**config.mk**
```make
export PLATFORM = sky130hd
export DESIGN_NAME = if_prefetch_queue
export DESIGN_NICKNAME = d
export VERILOG_FILES = /design/src/rtl/if_prefetch_queue_pkg.sv /design/src/rtl/if_queue_fifo.sv /design/src/rtl/if_prefetch_queue.sv
export SDC_FILE = /design/constraint.sdc
export NUM_CORES = 1
export LEC_CHECK = 0
export CORE_ASPECT_RATIO = 1.1
export CORE_MARGIN = 5
export CORE_UTILIZATION = 42
export DETAILED_ROUTE_END_ITERATION = 8
export GPL_ROUTABILITY_DRIVEN = 0
export MAX_ROUTING_LAYER = met4
export PLACE_DENSITY = 0.75
export SLEW_MARGIN = 15
export SYNTH_ARGS = -nofsm -noshare
export SYNTH_HDL_FRONTEND = slang
export SYNTH_SLANG_ARGS = --single-unit
```
**constraint.sdc**
```tcl
create_clock -name clk -period 4.7 [get_ports clk]
set_clock_uncertainty 0.2 [all_clocks]
set_input_delay 0.94 -clock clk [delete_from_list [all_inputs] [get_ports clk]]
set_output_delay 0.94 -clock clk [all_outputs]
set_load 0.03 [all_outputs]
```
**src/rtl/if_prefetch_queue_pkg.sv**
```systemverilog
// Shared widths, fetch step and the queue occupancy view for the fetch front end.
package if_prefetch_queue_pkg;

    localparam int unsigned PC_WIDTH_DFLT   = 32;
    localparam int unsigned WORD_WIDTH_DFLT = 32;
    localparam int unsigned INSN_STEP       = 4;
    localparam logic [31:0] RESET_PC_DFLT   = 32'h0000_0000;

    // Occupancy view of the prefetch queue, derived purely from its count
    typedef enum logic [1:0] {
        QEmpty,
        QPartial,
        QFull
    } q_state_e;

    function automatic q_state_e q_state_of(input int unsigned count, input int unsigned depth);
        if (count == 0) begin
            return QEmpty;
        end
        if (count >= depth) begin
            return QFull;
        end
        return QPartial;
    endfunction

endpackage

```
**src/rtl/if_queue_fifo.sv**
```systemverilog
// Small synchronous FIFO holding {pc, insn} pairs; flush discards all entries in one cycle.
module if_queue_fifo #(
    parameter int unsigned WIDTH = 64,
    parameter int unsigned DEPTH = 4
) (
    input  logic                       clk,
    input  logic                       rst,
    input  logic                       flush,
    input  logic                       push,
    input  logic [WIDTH-1:0]           wdata,
    input  logic                       pop,
    output logic [WIDTH-1:0]           rdata,
    output logic [$clog2(DEPTH):0]     count
);

    localparam int unsigned PW = $clog2(DEPTH);
    localparam int unsigned CW = PW + 1;

    logic [WIDTH-1:0] storage [DEPTH];
    logic [PW-1:0]    wr_ptr;
    logic [PW-1:0]    rd_ptr;
    logic             do_push;
    logic             do_pop;

    // Flush wins over both ports; a full queue refuses pushes, an empty one ignores pops
    assign do_push = push & ~flush & (count != CW'(DEPTH));
    assign do_pop  = pop & ~flush & (count != '0);

    assign rdata = (count != '0) ? storage[rd_ptr] : '0;

    // Pointer and occupancy bookkeeping; pointers wrap naturally at a power-of-two depth
    always_ff @(posedge clk or posedge rst) begin
        if (rst) begin
            wr_ptr <= '0;
            rd_ptr <= '0;
            count  <= '0;
        end else if (flush) begin
            rd_ptr <= wr_ptr;
            count  <= '0;
        end else begin
            if (do_push) begin
                wr_ptr <= wr_ptr + PW'(1);
            end
            if (do_pop) begin
                rd_ptr <= rd_ptr + PW'(1);
            end
            unique case ({do_push, do_pop})
                2'b10:   count <= count + CW'(1);
                2'b01:   count <= count - CW'(1);
                default: count <= count;
            endcase
        end
    end

    // Entry storage; contents are only observed while count is non-zero, so no reset needed
    always_ff @(posedge clk) begin
        if (do_push) begin
            storage[wr_ptr] <= wdata;
        end
    end

endmodule

```
**src/rtl/if_prefetch_queue.sv**
```systemverilog
// Instruction fetch front end: owns the fetch PC, strobes instruction memory and queues
// returned {pc, insn} pairs for decode. A redirect flushes the queue and reloads the PC.
module if_prefetch_queue
    import if_prefetch_queue_pkg::*;
#(
    parameter int unsigned           PC_WIDTH   = PC_WIDTH_DFLT,
    parameter int unsigned           WORD_WIDTH = WORD_WIDTH_DFLT,
    parameter int unsigned           DEPTH      = 4,
    parameter logic [PC_WIDTH-1:0]   RESET_PC   = PC_WIDTH'(RESET_PC_DFLT)
) (
    input  logic                      clk,
    input  logic                      rst,
    input  logic                      cpu_en,
    output logic                      rd_insn_en,
    output logic [PC_WIDTH-1:0]       pc,
    input  logic [WORD_WIDTH-1:0]     insn,
    input  logic                      redirect_en,
    input  logic [PC_WIDTH-1:0]       redirect_pc,
    output logic                      id_valid,
    input  logic                      id_ready,
    output logic [PC_WIDTH-1:0]       id_pc,
    output logic [WORD_WIDTH-1:0]     id_insn,
    output logic [$clog2(DEPTH):0]    q_count
);

    localparam int unsigned EW = PC_WIDTH + WORD_WIDTH;

    logic [PC_WIDTH-1:0] fetch_pc;
    logic [EW-1:0]       head;
    logic                full;
    logic                pop;
    q_state_e            q_state;

    assign q_state = q_state_of(32'(q_count), DEPTH);
    assign full    = (q_state == QFull);

    // Read strobe is independent of id_ready; it is held low while reset is asserted
    assign rd_insn_en = ~rst & cpu_en & ~full & ~redirect_en;
    assign pop        = id_valid & id_ready & ~redirect_en;
    assign id_valid   = (q_state != QEmpty);
    assign pc         = fetch_pc;
    assign id_pc      = head[EW-1 -: PC_WIDTH];
    assign id_insn    = head[WORD_WIDTH-1:0];

    // Fetch PC: redirect takes priority, otherwise advance one word per issued read
    always_ff @(posedge clk or posedge rst) begin
        if (rst) begin
            fetch_pc <= RESET_PC;
        end else if (redirect_en) begin
            fetch_pc <= {redirect_pc[PC_WIDTH-1:2], 2'b00};
        end else if (rd_insn_en) begin
            fetch_pc <= fetch_pc + PC_WIDTH'(INSN_STEP);
        end
    end

    if_queue_fifo #(
        .WIDTH (EW),
        .DEPTH (DEPTH)
    ) u_fifo (
        .clk   (clk),
        .rst   (rst),
        .flush (redirect_en),
        .push  (rd_insn_en),
        .wdata ({fetch_pc, insn}),
        .pop   (pop),
        .rdata (head),
        .count (q_count)
    );

endmodule

```
Word-level counts from Yosys, hierarchy flattened
Memory sizes are Yosys's and may differ from the RTL's.
Cells that the tools add are included.
{"block": "classes", "n_lt_le_gt_ge": 1, "n_mux": 16, "n_bitwise": 12, "add_sub_neg": 5, "reduce_logical": 7, "eq_ne": 4}
{"cell": "two-way mux 32 bit", "n": 2}
{"cell": "two-way mux 64 bit", "n": 1}
{"cell": "adder 32 x 3 -> 32 bit, second input constant", "n": 1}
{"cell": "two-way mux 2 bit", "n": 6}
{"cell": "bitwise AND 1 bit", "n": 9}
{"cell": "case mux 3 bit (2 select lines)", "n": 1}
{"cell": "nonzero test 2 bit", "n": 3}
{"cell": "nonzero test 3 bit", "n": 2}
{"cell": "two-way mux 1 bit", "n": 5}
{"cell": "adder 2 x 1 -> 2 bit, second input constant", "n": 2}
{"cell": "equality test 2 bit, second input constant", "n": 2}
{"cell": "adder 3 x 1 -> 3 bit, second input constant", "n": 1}
{"cell": "greater-or-equal comparator 3 bit, second input constant", "n": 1}
{"cell": "logical NOT 3 bit", "n": 1}
{"cell": "two-way mux 3 bit", "n": 1}
{"cell": "!= test 3 bit, second input constant", "n": 1}
{"cell": "inverter 1 bit", "n": 3}
{"cell": "subtractor 3 x 1 -> 3 bit, second input constant", "n": 1}
{"cell": "equality test 2 x 1 -> 1 bit, second input constant", "n": 1}
{"cell": "AND reduction 2 bit", "n": 1}
{"block": "totals", "ramBits": 256, "elab_cells": 50, "mem_count": 1, "inputBits": 69, "ff_bits": 39}
{"memory": "u_fifo.storage", "words": 4, "width": 64, "rd": 1, "rd_clocked_by_memory_dff": 0, "wr": 1, "line_no": "if_queue_fifo.sv:19", "text": "logic [WIDTH-1:0] storage [DEPTH];"}

Longest topological paths before layout
Gate-level depths: netlist of run 1.
{"block": "logic_depth", "depth_word": 14, "mapped_depth": 8}

By module
Synthesis of run 1 repeated with hierarchy kept, for this count alone.
{"block": "hier_totals", "cells_unflattened": 677, "hier_area_um2": 11955.2}
{"mod": "if_queue_fifo", "area_per_inst_um2": 10186.0, "n_inst": 1, "cells_each": 468, "seq_area_each_um2": 7862.5}
{"mod": "if_prefetch_queue", "area_per_inst_um2": 1769.2, "n_inst": 1, "cells_each": 209, "seq_area_each_um2": 750.7}

Worst setup path after synthesis of run 1
OpenSTA, ideal clock, no wires.
{"block": "synth_path", "kind": "input-to-reg", "startpoint": "input port rst", "endpoint": "memory u_fifo.storage[0][0] (enable)", "n_path_buf": 1, "setup_time_ns": 0.427, "required_time_ns": 4.073, "stages": 3, "path_slack_ns": 0.889, "t_arrival_ns": 3.184, "cell_sequence": "nor3b_1 clkbuf_1 and3_1"}
{"block": "synth_via", "elab_chain_len": 8}
{"item": "from (decl)", "line_no": "if_prefetch_queue.sv:12", "text": "input logic rst,"}
{"item": "inverter 1 bit", "line_no": "if_prefetch_queue.sv:38", "text": "assign rd_insn_en = ~rst & cpu_en & ~full & ~redirect_en;"}
{"item": "bitwise AND 1 bit (3 in series)", "line_no": "if_prefetch_queue.sv:38"}
{"item": "bitwise AND 1 bit (2 in series)", "line_no": "if_queue_fifo.sv:26", "text": "assign do_push = push & ~flush & (count != CW'(DEPTH));"}
{"item": "two-way mux 1 bit", "line_no": "if_queue_fifo.sv:57", "text": "if (do_push) begin"}
{"item": "two-way mux 1 bit (not written as such)", "line_no": "if_queue_fifo.sv:58", "text": "storage[wr_ptr] <= wdata;"}
{"item": "to (decl)", "line_no": "if_queue_fifo.sv:19"}
Every way passes these cells.

Worst setup path in the final report of run 1
{"block": "layout_path", "startpoint": "register u_fifo.rd_ptr[0]", "endpoint": "output port id_pc[14]"}
{"block": "layout_via", "elab_chain_len": 2}
{"item": "from (decl)", "line_no": "if_queue_fifo.sv:21", "text": "logic [PW-1:0] rd_ptr;"}
{"item": "from (signal assigned)", "line_no": "if_queue_fifo.sv:38", "text": "rd_ptr <= wr_ptr;"}
{"item": "from (signal assigned)", "line_no": "if_queue_fifo.sv:45", "text": "rd_ptr <= rd_ptr + PW'(1);"}
{"item": "memory (4 x 64 bit)"}
{"item": "two-way mux 64 bit", "line_no": "if_queue_fifo.sv:29", "text": "assign rdata = (count != '0) ? storage[rd_ptr] : '0;"}
{"item": "to (decl)", "line_no": "if_prefetch_queue.sv:21", "text": "output logic [PC_WIDTH-1:0] id_pc,"}
Every way passes these cells.

==> impl_metrics.ini, run 1 <==
[status]
status = completed

[timing]
hold_violations = 0
worst_pin_slew_ns = 0.749
rsz0062_at_grt = false
period_minus_slack_ns = 4.07
hold_ws_ns = 0.350
setup_violations = 0
fmax_mhz = 246
slew_viol_final = 0
relSlewSlack_pct = 50.0
fin_crit_sh_pct = 86.7
setup_tns_ns = 0

[clocking]
numCtsBuffers = 27
cts_root_buf = clkbuf_16
cts_tree = yes
ctsResizeCount = 0
clk_pin_slew_ns = 0.06
cts_sinks = 285
cts_hold_buf = 0
postCtsSetupBuffers = 0
clock_latency_ns = 0.52
htree_num_levels = 1
clock_path_buffers = 3

[final_layout]
multi_input_area_sq_mm = 0.00307
layout_commonest_cell = edfxtp_1
fillers = 2230
fin_util_pct = 52.9
diodes = 0
mostFrequentLayoutCells = 248 x edfxtp_1, 163 x clkdlybuf4s50_1, 66 x and2_1, 62 x mux4_2, 35 x dfrtp_1
seq_area_sq_mm = 0.00838
syn_to_final_growth_pct = 25.4
layout.nets = 905
drive_gt1_share_pct = 14.6

[critical_path]
critPathLaunch = u_fifo.rd_ptr[0]$_DFFE_PP0P_
slowest_stage = dfrtp_4
required_ns = 3.56
cp-end-kind = output pin
r2r_slack_ns = 2.05
path_cells = buf_12 > mux4_2 > and2_1 > clkdlybuf4s50_1
critPathLaunchType = flop
critPathKind = reg -> out
r2r_cells = 3
r2r-start = u_fifo.count[2]$_DFFE_PP0P_
cp.arrival_ns = 2.93
cp_slowest_stage_delay_ns = 0.77
crit_end = id_pc[14]
reg2reg_to = u_fifo.storage[2][14]$_DFFE_PP_
critPathMaxFanout = 25

[power_and_ir_drop]
p_per_area_mw_per_mm2 = 585
p_leak_nw = 4.77
ir_drop_v = 0.000511
finalPower_mw = 8.53

[global_routing]
antenna_found_initial = 0
grt_first_pass_wirelength_mm = 38.4
first_global_vias = 6686
grt_max_degree = 65
grt_usage_pct = 16.2
overflow = 0

[floorplan]
rows = 64
io_pins = 170
die_area_sq_mm = 0.0311
die_width_um = 169
fp.dieH_um = 185
start_util_pct = 42.2
core-area_sq_mm = 0.0275

[logic_synthesis]
synthFlopType = edfxtp_1
yosysUniqueCellTypes = 39
async_reset_ff_share_pct = 13.0
synth_top_area_share_pct = 64.0
ys_seq_area_share_pct = 72.0
synthTopCellsByArea = edfxtp_1 64%, mux4_2 12%, dfrtp_1 8.0%
synth_cells = 660
ys_seq_elements = 285
syn_area_sq_mm = 0.0116
yosysWarnings = 0
syn_avg_cell_area_sq_um = 17.6
synth_edf_count = 248
synth_top_area_cell = edfxtp_1

[routing]
dr.pass1.iters = 5
wl_per_cell_um = 20.2
via_per_inst = 5.39
drt_iter0_drc = 464
vias = 6535
wl_mm = 24.6
drc = 0
ant_nets = 0

[placement]
io_buffer_count = 163
dp_hpwl_mm = 15.6

[hold_path]
hold_class = reg -> reg

[flow_run]
drv_cap = 0
-- how the worst min path moves through the flow --
stage / depth (start not counted) / to / from
after global placement: 2 / u_fifo.rd_ptr[0]$_DFFE_PP0P_ / u_fifo.wr_ptr[0]$_DFFE_PP0P_
after floorplan: 2 / u_fifo.rd_ptr[1]$_DFFE_PP0P_ / u_fifo.wr_ptr[1]$_DFFE_PP0P_
final: 2 / u_fifo.rd_ptr[1]$_DFFE_PP0P_ / u_fifo.wr_ptr[1]$_DFFE_PP0P_
after CTS: 2 / u_fifo.rd_ptr[1]$_DFFE_PP0P_ / u_fifo.wr_ptr[1]$_DFFE_PP0P_
after global routing: 2 / u_fifo.rd_ptr[0]$_DFFE_PP0P_ / u_fifo.wr_ptr[0]$_DFFE_PP0P_
after detailed placement: 2 / u_fifo.rd_ptr[1]$_DFFE_PP0P_ / u_fifo.wr_ptr[1]$_DFFE_PP0P_
-- cell type report --
cell class | count | area share, %
inverter | 9 | 0.232
sequential | 285 | 57.5
multi-input combinational | 327 | 21.1
timing repair buffer | 180 | 12.4
tap | 363 | 3.12
clock buffer | 39 | 5.22
clock inverter | 10 | 0.472
-- metrics by stage --
step	cell area (sq um)	setup WS, ns	instances
floorplan	11600	0.889	663
global placement	13700	0.687	1164
detailed placement	13700	0.684	1164
CTS	14600	0.523	1213
global route	14600	0.446	1213
finish	14600	0.627	1213
-- logic make-up (layout without fill, tap and decap cells) --
group | count (synthesis) | after routing | synth area share [%]
fa+ha+maj | 6 | 6 | 0.710
simple gates | 188 | 188 | 9.26
buf+inv | 51 | 238 | 1.90
other cells | 1 | 4 | 0.0322
mux | 64 | 64 | 12.2
xor+xnor | 14 | 14 | 1.05
flops | 285 | 285 | 72.0
compound gates | 51 | 51 | 2.86
-- where the power goes --
group	switching, mW	total (mW)	internal [mW]
Clock	0.871	2.04	1.17
Combinational	1.76	3.28	1.52
Sequential	0.255	3.20	2.95
Total	2.88	8.53	5.64
-- Yosys cell counts (all sizes together) (14+ instances only) --
| library cell | number |
|---|---|
| edfxtp | 248 |
| o21ai | 16 |
| and2 | 66 |
| nor2 | 23 |
| nand2 | 27 |
| a31oi | 14 |
| nand3 | 15 |
| mux4 | 62 |
| or4 | 14 |
| nand4 | 18 |
| dfrtp | 37 |
| clkbuf | 30 |
-- flip-flops by register name (all words and copies together), names as in the netlist --
register        count
u_fifo.wr_ptr       2
u_fifo.rd_ptr       2
u_fifo.count        3
pc                 30
u_fifo.storage    248
-- layer usage --
layer	vias to the layer above	GRT usage [%]	wire [um]
li1	2950	-	-
met1	3327	21.8	10300
met2	222	26.5	12400
met3	36	2.47	1410
met4	0	3.96	454
met5	-	-	0
-- worst max-delay path, delay by kind of cell (launching register included) --
| kind | cells | cell delay [ns] |
|---|---|---|
| buffers and inverters | 2 | 0.86 |
| DFF | 1 | 0.77 |
| muxes | 1 | 0.58 |
| and+or+nand+nor | 1 | 0.18 |
Power figures use the tool's default switching activity.
==> run 2, diff against run 1 <==
--- a/config.mk
+++ b/config.mk
@@ -5,13 +5,14 @@
 export SDC_FILE = /design/constraint.sdc
 export NUM_CORES = 1
 export LEC_CHECK = 0
+export CAP_MARGIN = 20
 export CORE_ASPECT_RATIO = 1.1
 export CORE_MARGIN = 5
-export CORE_UTILIZATION = 42
+export CORE_UTILIZATION = 35
 export DETAILED_ROUTE_END_ITERATION = 8
 export GPL_ROUTABILITY_DRIVEN = 0
 export MAX_ROUTING_LAYER = met4
-export PLACE_DENSITY = 0.75
+export PLACE_DENSITY = 0.67
 export SLEW_MARGIN = 15
 export SYNTH_ARGS = -nofsm -noshare
 export SYNTH_HDL_FRONTEND = slang
==> impl_metrics.ini, run 2 (same netlist as run 1, synthesis figures left out) <==
[final_layout]
diodes = 0
seq_area_sq_mm = 0.00838
fillers = 2881
final_cell_area_sq_mm = 0.0148
drive_gt1_share_pct = 15.5
layout.nets = 911
syn_to_final_growth_pct = 26.9
multi_input_area_sq_mm = 0.00307
largest_reg_flops = 248
mostFrequentLayoutCells = 248 x edfxtp_1, 163 x clkdlybuf4s50_1, 66 x and2_1, 62 x mux4_2, 35 x dfrtp_1
regMostFlops = u_fifo.storage
layout_commonest_cell = edfxtp_1

[power_and_ir_drop]
ir_drop_v = 0.000305
p_leak_nw = 4.81
p_per_area_mw_per_mm2 = 584

[critical_path]
reg2reg_to = pc[27]$_DFFE_PP0N_
critPathMaxFanout = 26
r2r-start = u_fifo.count[2]$_DFFE_PP0P_
r2r_cells = 4
cp.arrival_ns = 2.99
required_ns = 3.56
critPathLaunchType = flop
critPathKind = reg -> out
cp-end-kind = output pin
r2r_slack_ns = 2.07

[clocking]
cts_root_buf = clkbuf_16
clk_pin_slew_ns = 0.06
cts_sinks = 285
clock_path_buffers = 3
numCtsBuffers = 28
postCtsSetupBuffers = 0
cts_tree = yes
ctsResizeCount = 0
clock_latency_ns = 0.54
cts_hold_buf = 0
htree_num_levels = 1

[timing]
fin_crit_sh_pct = 87.8
setup_tns_ns = 0
period_minus_slack_ns = 4.13
rsz0062_at_grt = false
slew_viol_final = 0
setup_violations = 0
worst_pin_slew_ns = 0.882
relSlewSlack_pct = 41.1
fmax_mhz = 242
hold_violations = 0

[floorplan]
fp.dieH_um = 201
io_pins = 170
core-area_sq_mm = 0.0330
die_width_um = 184
rows = 70
start_util_pct = 35.2
die_area_sq_mm = 0.0370

[flow_run]
drv_cap = 0

[global_routing]
antenna_found_initial = 0
grt_usage_pct = 14.0
first_global_vias = 6770
grt_first_pass_wirelength_mm = 39.7
overflow = 0
grt_max_degree = 56

[hold_path]
min_path_cells = 2
hold_class = reg -> reg
hp-start = u_fifo.wr_ptr[0]$_DFFE_PP0P_
min_to = u_fifo.rd_ptr[0]$_DFFE_PP0P_

[routing]
drc = 0
wl_mm = 25.4
ant_nets = 0
vias = 6438
wl_per_cell_um = 19.7
via_per_inst = 4.99
dr.pass1.iters = 6
drt_iter0_drc = 391

[placement]
io_buffer_count = 163
dp_hpwl_mm = 16.6
postPlaceCellArea_sq_mm = 0.0139

[status]
status = completed
## run 2: changes by cell type in the layout (fill, tap and decap cells not counted)
cell	delta
buf_12	+1
buf_4	+4
clkbuf_1	-1
clkbuf_16	+2
clkbuf_8	-2
clkinv_2	+1
clkinvlp_4	+3
or3_2	+1
or3_4	-1
## run 2: per-layer routing
metal	vias up	routed length, um	global-route usage [%]
li1	2973	-	-
met1	3256	11200	19.0
met2	177	12400	22.3
met3	32	1290	2.31
met4	0	483	3.51
met5	-	0	-
## run 2: metrics by stage
step | utilization [%] | std cells | total power [mW] | setup slack (ns) | hold slack, ns
finish | 44.7 | 1290 | 8.62 | 0.574 | 0.356
detailed placement | 42.0 | 1238 | 6.66 | 0.673 | 0.342
global placement | 42.0 | 1238 | 6.65 | 0.675 | 0.339
CTS | 44.7 | 1290 | 8.78 | 0.465 | 0.355
global route | 44.7 | 1290 | 9.07 | 0.363 | 0.396
floorplan | - | 663 | 5.26 | 0.889 | 0.303
## run 2: area by class of cell
type,count,area share (%)
well taps,432,3.66
inverters,9,0.229
flip-flops and latches,285,56.8
multi-input cells,327,20.8
clock buffers,38,5.28
clock inverters,14,0.653
repair buffers,185,12.6
## run 2: worst max path at each step
| stage | from | to | slack (ns) | cells past startpoint |
|---|---|---|---|---|
| global placement | cpu_en | rd_insn_en | 0.68 | 4 |
| global route | u_fifo.rd_ptr[0]$_DFFE_PP0P_ | id_insn[5] | 0.36 | 4 |
| CTS | u_fifo.rd_ptr[0]$_DFFE_PP0P_ | id_insn[5] | 0.47 | 4 |
| floorplan | rst | u_fifo.storage[0][0]$_DFFE_PP_ | 0.89 | 3 |
| finish | u_fifo.rd_ptr[0]$_DFFE_PP0P_ | id_pc[16] | 0.57 | 4 |
| detailed placement | cpu_en | rd_insn_en | 0.67 | 4 |
## run 2: critical path, stage by stage (launching register included)
cell and delay, ns:
dfrtp_4 0.78, buf_4 0.35, mux4_2 0.52, and2_1 0.18, clkdlybuf4s50_1 0.59
## run 2: where the power goes
part           internal, mW  switching (mW)  total, mW
Clock                  1.21           0.893       2.11
Combinational          1.52            1.78       3.30
Sequential             2.95           0.272       3.22
Total                  5.68            2.94       8.62
